--- src/rtl/multi_cycle_ctrl.sv ---
// Multi-cycle processor control FSM: sequences fetch, decode, execute, memory
// and write-back, and drives the datapath strobes for each step.
module multi_cycle_ctrl (
    input  logic       clk,
    input  logic       rst,
    input  logic [3:0] opcode,
    input  logic       cond_true,
    input  logic       mem_ready,
    output logic [2:0] state,
    output logic       mem_req,
    output logic       mem_we,
    output logic       mem_src,
    output logic       ir_we,
    output logic       pc_we,
    output logic       pcsel,
    output logic       regwrite,
    output logic       alusrc,
    output logic       memtoreg,
    output logic       pcread,
    output logic [3:0] aluop,
    output logic       halted
);

    typedef enum logic [2:0] {
        S_FETCH  = 3'd0,
        S_DECODE = 3'd1,
        S_EXEC   = 3'd2,
        S_MEM    = 3'd3,
        S_WB     = 3'd4,
        S_HALT   = 3'd5
    } state_e;

    localparam logic [3:0] OP_LW  = 4'b1000;
    localparam logic [3:0] OP_SW  = 4'b1001;
    localparam logic [3:0] OP_B   = 4'b1010;
    localparam logic [3:0] OP_PCS = 4'b1011;
    localparam logic [3:0] OP_HLT = 4'b1111;

    state_e     state_q, state_d;
    logic [3:0] op_q, op_d;

    logic       isAlu, isLw, isSw, isBr, isPcs;
    logic [3:0] decAluop;
    logic       decAlusrc;

    always_ff @(posedge clk or posedge rst) begin
        if (rst) begin
            state_q <= S_FETCH;
            op_q    <= 4'b0000;
        end else begin
            state_q <= state_d;
            op_q    <= op_d;
        end
    end

    // Decoded controls come only from the latched opcode, never the live IR.
    always_comb begin
        isAlu     = ~op_q[3];
        isLw      = (op_q == OP_LW);
        isSw      = (op_q == OP_SW);
        isBr      = (op_q == OP_B);
        isPcs     = (op_q == OP_PCS);
        decAluop  = isAlu ? op_q : 4'b0000;
        decAlusrc = isAlu ? op_q[2] : (isLw | isSw);
    end

    always_comb begin
        state_d  = state_q;
        op_d     = op_q;
        state    = state_q;
        mem_req  = 1'b0;
        mem_we   = 1'b0;
        mem_src  = 1'b0;
        ir_we    = 1'b0;
        pc_we    = 1'b0;
        pcsel    = 1'b0;
        regwrite = 1'b0;
        alusrc   = 1'b0;
        memtoreg = 1'b0;
        pcread   = 1'b0;
        aluop    = 4'b0000;
        halted   = 1'b0;

        case (state_q)
            S_FETCH: begin
                mem_req = 1'b1;
                if (mem_ready) begin
                    ir_we   = 1'b1;
                    pc_we   = 1'b1;
                    state_d = S_DECODE;
                end
            end
            S_DECODE: begin
                if (opcode == OP_HLT) begin
                    state_d = S_HALT;
                end else begin
                    state_d = S_EXEC;
                    op_d    = opcode;
                end
            end
            S_EXEC: begin
                aluop  = decAluop;
                alusrc = decAlusrc;
                if (isAlu || isPcs) begin
                    state_d = S_WB;
                end else if (isLw || isSw) begin
                    state_d = S_MEM;
                end else if (isBr) begin
                    pc_we   = 1'b1;
                    pcsel   = cond_true;
                    state_d = S_FETCH;
                end else begin
                    state_d = S_FETCH;
                end
            end
            S_MEM: begin
                mem_req = 1'b1;
                mem_src = 1'b1;
                mem_we  = isSw;
                aluop   = decAluop;
                alusrc  = decAlusrc;
                if (mem_ready) begin
                    state_d = isLw ? S_WB : S_FETCH;
                end
            end
            S_WB: begin
                regwrite = 1'b1;
                memtoreg = isLw;
                pcread   = isPcs;
                aluop    = decAluop;
                alusrc   = decAlusrc;
                state_d  = S_FETCH;
            end
            S_HALT: begin
                halted = 1'b1;
            end
            default: begin
                state_d = S_FETCH;
            end
        endcase

        // Reset silences every output immediately, even though the state
        // register already sits in FETCH, so no request leaks out during reset.
        if (rst) begin
            state    = 3'd0;
            mem_req  = 1'b0;
            mem_we   = 1'b0;
            mem_src  = 1'b0;
            ir_we    = 1'b0;
            pc_we    = 1'b0;
            pcsel    = 1'b0;
            regwrite = 1'b0;
            alusrc   = 1'b0;
            memtoreg = 1'b0;
            pcread   = 1'b0;
            aluop    = 4'b0000;
            halted   = 1'b0;
        end
    end

endmodule

--- config.mk ---
export PLATFORM = sky130hd
export DESIGN_NAME = multi_cycle_ctrl
export DESIGN_NICKNAME = d
export VERILOG_FILES = /design/src/rtl/multi_cycle_ctrl.sv
export SDC_FILE = /design/constraint.sdc
export NUM_CORES = 1
export LEC_CHECK = 0
export ABC_AREA = 1
export CORE_AREA = 4 4 41 43
export CTS_BUF_LIST = sky130_fd_sc_hd__clkbuf_4 sky130_fd_sc_hd__clkbuf_8
export DETAILED_ROUTE_END_ITERATION = 8
export DIE_AREA = 0 0 45 47
export DONT_BUFFER_PORTS = 1
export PLACE_DENSITY_LB_ADDON = 0.3
export RECOVER_POWER = 100
export SYNTH_ARGS = -nofsm -noshare
export SYNTH_HDL_FRONTEND = slang
export SYNTH_SLANG_ARGS = --single-unit
--- constraint.sdc ---
create_clock -name clk -period 1.45 [get_ports clk]
set_clock_uncertainty 0.05 [all_clocks]
set_input_delay 0.2175 -clock clk [delete_from_list [all_inputs] [get_ports clk]]
set_output_delay 0.2175 -clock clk [all_outputs]
set_load 0.03 [all_outputs]
Yosys cells after proc, flatten, opt, wreduce, memory -nomap -nowiden:

Cells that the tools add are included.

* memory bits (read-only): 0
* output and inout bits: 18
* input port bits: 8
* memories: 0
* register bits after elaboration: 7
* word-level logic and storage cells: 66
* bits in writable memories: 0
* bits in latches: 0

* $add $sub $neg: 0
* div/mod/pow operators: 0
* muxes and demuxes: 41
* multipliers: 0
* bitwise logic cells: 4
* equality and inequality tests: 12
* magnitude comparators: 0
* reductions and logical operators: 7
* shift-type cells: 0

Operators with widths (number)
* 1-bit 2-to-1 mux: 29
* 3-bit 2-to-1 mux: 8
* 4-bit == test, second input constant: 5
* 3-bit case mux with 5 select lines: 1
* 3-bit by 2-bit == test with 1-bit output, second input constant: 2
* 3-bit == test, second input constant: 2
* 4-bit 2-to-1 mux: 1
* 2-bit != test, second input constant: 2
* 3-bit by 1-bit == test with 1-bit output, second input constant: 1
* 3-bit logical NOT: 1
* 1-bit NOT: 3
* 3-bit AND reduction: 1
* 3-bit OR reduction: 1
* 1-bit logical OR: 2
* 2-bit 2-to-1 mux: 1
* 1-bit case mux with 2 select lines: 1
* 2-bit AND reduction: 1
* 2-bit OR reduction: 1
* 1-bit OR: 1

Depth between registers and ports, before layout:

* word-level depth: 6
* depth in mapped cells: 7
* mapped depth without buffers: 7

Worst setup path after synthesis:

No wires, ideal clock.

* path kind: register to output
* from: reg state_q[2]
* to: out alusrc
* data arrival time: 1.623 ns
* buffers on the path: 0
* cell stages (with the launch flop): 7
* path slack: -0.441 ns
* required time: 1.183 ns
* cells stage by stage: dfrtp_1 inv_2 nor2_2 nand2_1 inv_2 nor2_1 a21oi_1

* word-level cells in the longest chain between the ends: 4
* elaborated cells on any way between the ends: 6
* those cells by class: eq/ne (3); mux (2); reduce/logical (1)

RTL lines
* start, declared: RTL line 39 `state_e state_q, state_d;`
* start signal, assigned: RTL line 51 `state_q <= state_d;`
* 3-bit by 2-bit == test with 1-bit output / 3-bit == test (equally long branches): RTL line 84 `case (state_q)`
* 3-bit OR reduction (no source line) *
* 1-bit 2-to-1 mux *: RTL line 84
* 1-bit 2-to-1 mux *: RTL line 144 `if (rst) begin`
* end, declared: RTL line 17 `output logic alusrc,`

Mark *: on every way between the ends. The rest lies on a longest branch, timed or not.

Worst setup path in the final report:

* from: reg state_q[2]
* to: out aluop[0]

* word-level cells in the longest chain between the ends: 4
* elaborated cells on any way between the ends: 6
* those cells by class: eq/ne (3); mux (2); reduce/logical (1)

RTL lines
* 3-bit by 2-bit == test with 1-bit output / 3-bit == test (equally long branches): RTL line 84
* 3-bit OR reduction (no source line) *
* 3-bit 2-to-1 mux *: RTL line 84
* 4-bit 2-to-1 mux *: RTL line 144
* end, declared: RTL line 20 `output logic [3:0] aluop,`

Marked as above.

==> flow_metrics.tcl <==
set metrics [dict create \
    clk_latency_ps 240 \
    powerDensity_nw_per_um2 2030 \
    gp_congestion 0.836 \
    dp_hpwl_um 1210 \
    nNetsFinal 129 \
    finalMaxSlewViolations 0 \
    die_w_um 45 \
    netlist_top_cells_area "dfrtp_1 (33%), nor2_1 (18%), nand2_1 (13%)" \
    viasPerCell 5.07 \
    crit_arrival_ps 1370 \
    crit_chain "inv_4, nand2_2, nor2_4, buf_4, o21ai_4, nor2_4" \
    synth-xor-area-share_pct 0 \
    synth-edff-count 0 \
    min_period_ps 1640 \
    synth_top_area_share_pct 33.0 \
    dieHeight_um 47 \
    max_stage_delay_ps 400 \
    p_total_w 0.00202 \
    grt_pass1_wl_um 2790 \
    met1_length_um 639 \
    start_kind "flop" \
    wl_met3_um 157 \
    critPathMostFrequentCell "nor2_4" \
    diodes 0 \
    maxCapViolCount 0 \
    critPathKind "flop to output port" \
    synth-simple-area-share_pct 44.1 \
    synthAdderAreaFrac_pct 0 \
    antenna_found_initial 0 \
    fin_util_pct 76.4 \
    min-delay-path-class "primary input to flop" \
    first_iter_violations 20 \
    start_util_pct 40.8 \
    io_pins 26 \
    path_delay_family "simple AND/OR/NAND/NOR gates" \
    cts_buffers 3 \
    clkTransAtPathRegs_ps 50 \
    grt_overflow 0 \
    clockBufferDepth 2 \
    grt_pass1_vias 664 \
    p_leak_nw 0.467 \
    synth_top_family_by_area "simple AND/OR/NAND/NOR gates" \
    rsz0062_at_grt "true" \
    final_layout_size_suffix_gt1_share_pct 55.0 \
    max-vdd-ir-drop_mv 1.09 \
    timing.final.ws_setup_ps -187 \
    io_buffers 0 \
    vias 684 \
    synth_top_cell_by_area "dfrtp_1" \
    synth.avg_cell_area_um2 5.89 \
    clock_sinks 7 \
    syn-cell-area_um2 531 \
    wire_per_inst_um 13.5 \
    async_reset_ff_share_pct 100 \
    fmax_mhz 611 \
    worstPathMaxFanout 4 \
    whs_ps 88.4 \
    status "complete, but fails checks" \
    cp_num_buf_inv 2 \
    post-synth-top-count-cell "nor2_1" \
    cp.required_ps 1180 \
    slowest_stage "dfrtp_1" \
    cts_tree "built" \
    grt_max_degree 13 \
    core_um2 1300 \
    final_cell_count_no_fill 135 \
    drcViolationCount 0 \
    failed_checks "negative setup slack" \
    area_growth_syn_to_layout_pct 87.5 \
    drt_wl_total_um 1820 \
    ys_ff_latch 7 \
    end_kind "output port" \
    synth_cell_types 17 \
    finalSetupViolations 14 \
    placedCellCount 123 \
    seq_area_frac_synth_pct 33.0 \
    muxShareOfSynthArea_pct 0 \
    met2WireLength_um 973 \
    synth_nets 98 \
    netlist_top_cells_count "nor2_1 (26), nand2_1 (19), inv_1 (10)" \
    hold_viol_final 0 \
    cts-root-buf "clkbuf_4" \
    fin_setup_tns_ps -1840 \
    highest_layer "met4" \
    post-route-period-util_pct 113 \
    synthFlopType "dfrtp_1" \
    yosysWarnings 0 \
    ant_nets 0 \
    first_pass_iters 4 \
    syn_inst 90 \
    globalRouteTotalUtil_pct 18.3 \
    rows 13 \
    synth_compound_area_share_pct 11.6 \
    die_area_um2 2120 \
    h-tree-depth 1 \
]
-- worst paths after layout --
kind                                  from         end  slack (ps)  cells past startpoint
worst min-delay path             opcode[0]     op_q[0]          90                      2
max in group asynchronous              rst  state_q[0]         790                      2
worst min register to register     op_q[2]     op_q[2]         510                      2
worst max-delay path            state_q[2]    aluop[0]        -190                      6
min in group asynchronous              rst  state_q[2]         340                      2
worst max register to register  state_q[1]  state_q[0]         100                      8
-- power by group --
part,leakage [nW],internal [W],switching (W)
sequential,0.0797,0.000295,0.000143
clock,0.0184,0.000123,0.0000620
combinational,0.369,0.000549,0.000849
-- worst reg2reg max path, delay by kind of cell, from the launching register on --
kind,cells,cell delay (ps)
buffers and inverters,2,270
flip-flops,1,460
AND/OR/NAND/NOR,6,470
-- timing repair --
| item | in CTS | in global routing |
|---|---|---|
| hold buffers | 1 | 0 |
| buffers inserted | 4 | 3 |
| pin swaps | 3 | 4 |
| setup endpoints to repair | 14 | 16 |
| gates cloned | 0 | 0 |
| gates resized for setup | 20 | 18 |
| endpoints found under the hold margin | 7 | 0 |
-- logic make-up after synthesis --
| logic type | Yosys count |
|---|---|
| AOI/OAI and AO/OA | 11 |
| buffers and inverters | 14 |
| DFF | 7 |
| other | 1 |
| and+or+nand+nor | 57 |
-- sequential cells by signal, indices dropped and copies added, names as in the netlist --
signal / cells
op_q: 4
state_q: 3
-- stage by stage --
stage | cell area [µm²] | setup slack, ps
2_1_floorplan | 624 | -82.9
3_3_place_gp | 782 | 25.3
3_5_place_dp | 782 | -11.0
4_1_cts | 912 | -158
5_1_grt | 995 | -255
6_report | 995 | -187
-- layout make-up --
cell class	instances	area (µm²)
multi-input cells	69	472
fillers	105	307
well taps	15	18.8
inverters	12	52.6
flip-flops and latches	7	178
repair buffers	28	244
clock buffers	4	30.0
-- cell usage in the layout, fill, tap and decap left out, types with 2 or more instances in the layout --
cell type and instances:
nor2_1 14, dfrtp_1 5, clkbuf_4 4, a21oi_2 2
inv_1 7, nand3_1 4, inv_2 3, nand2_4 3
nor3_2 3, nor2_4 8, buf_4 17, nor2_2 5
a21oi_1 5, nand2_1 15, buf_6 9, dfrtp_2 2
-- layer usage --
| metal | up-vias | GRT usage [%] |
|---|---|---|
| met3 | 6 | 2.68 |
| met1 | 309 | 20.8 |
| met2 | 27 | 32.2 |
| met5 | - | 0 |
| met4 | 0 | 11.7 |
| li1 | 342 | - |
Note: power is estimated with default switching activity, not from simulation.
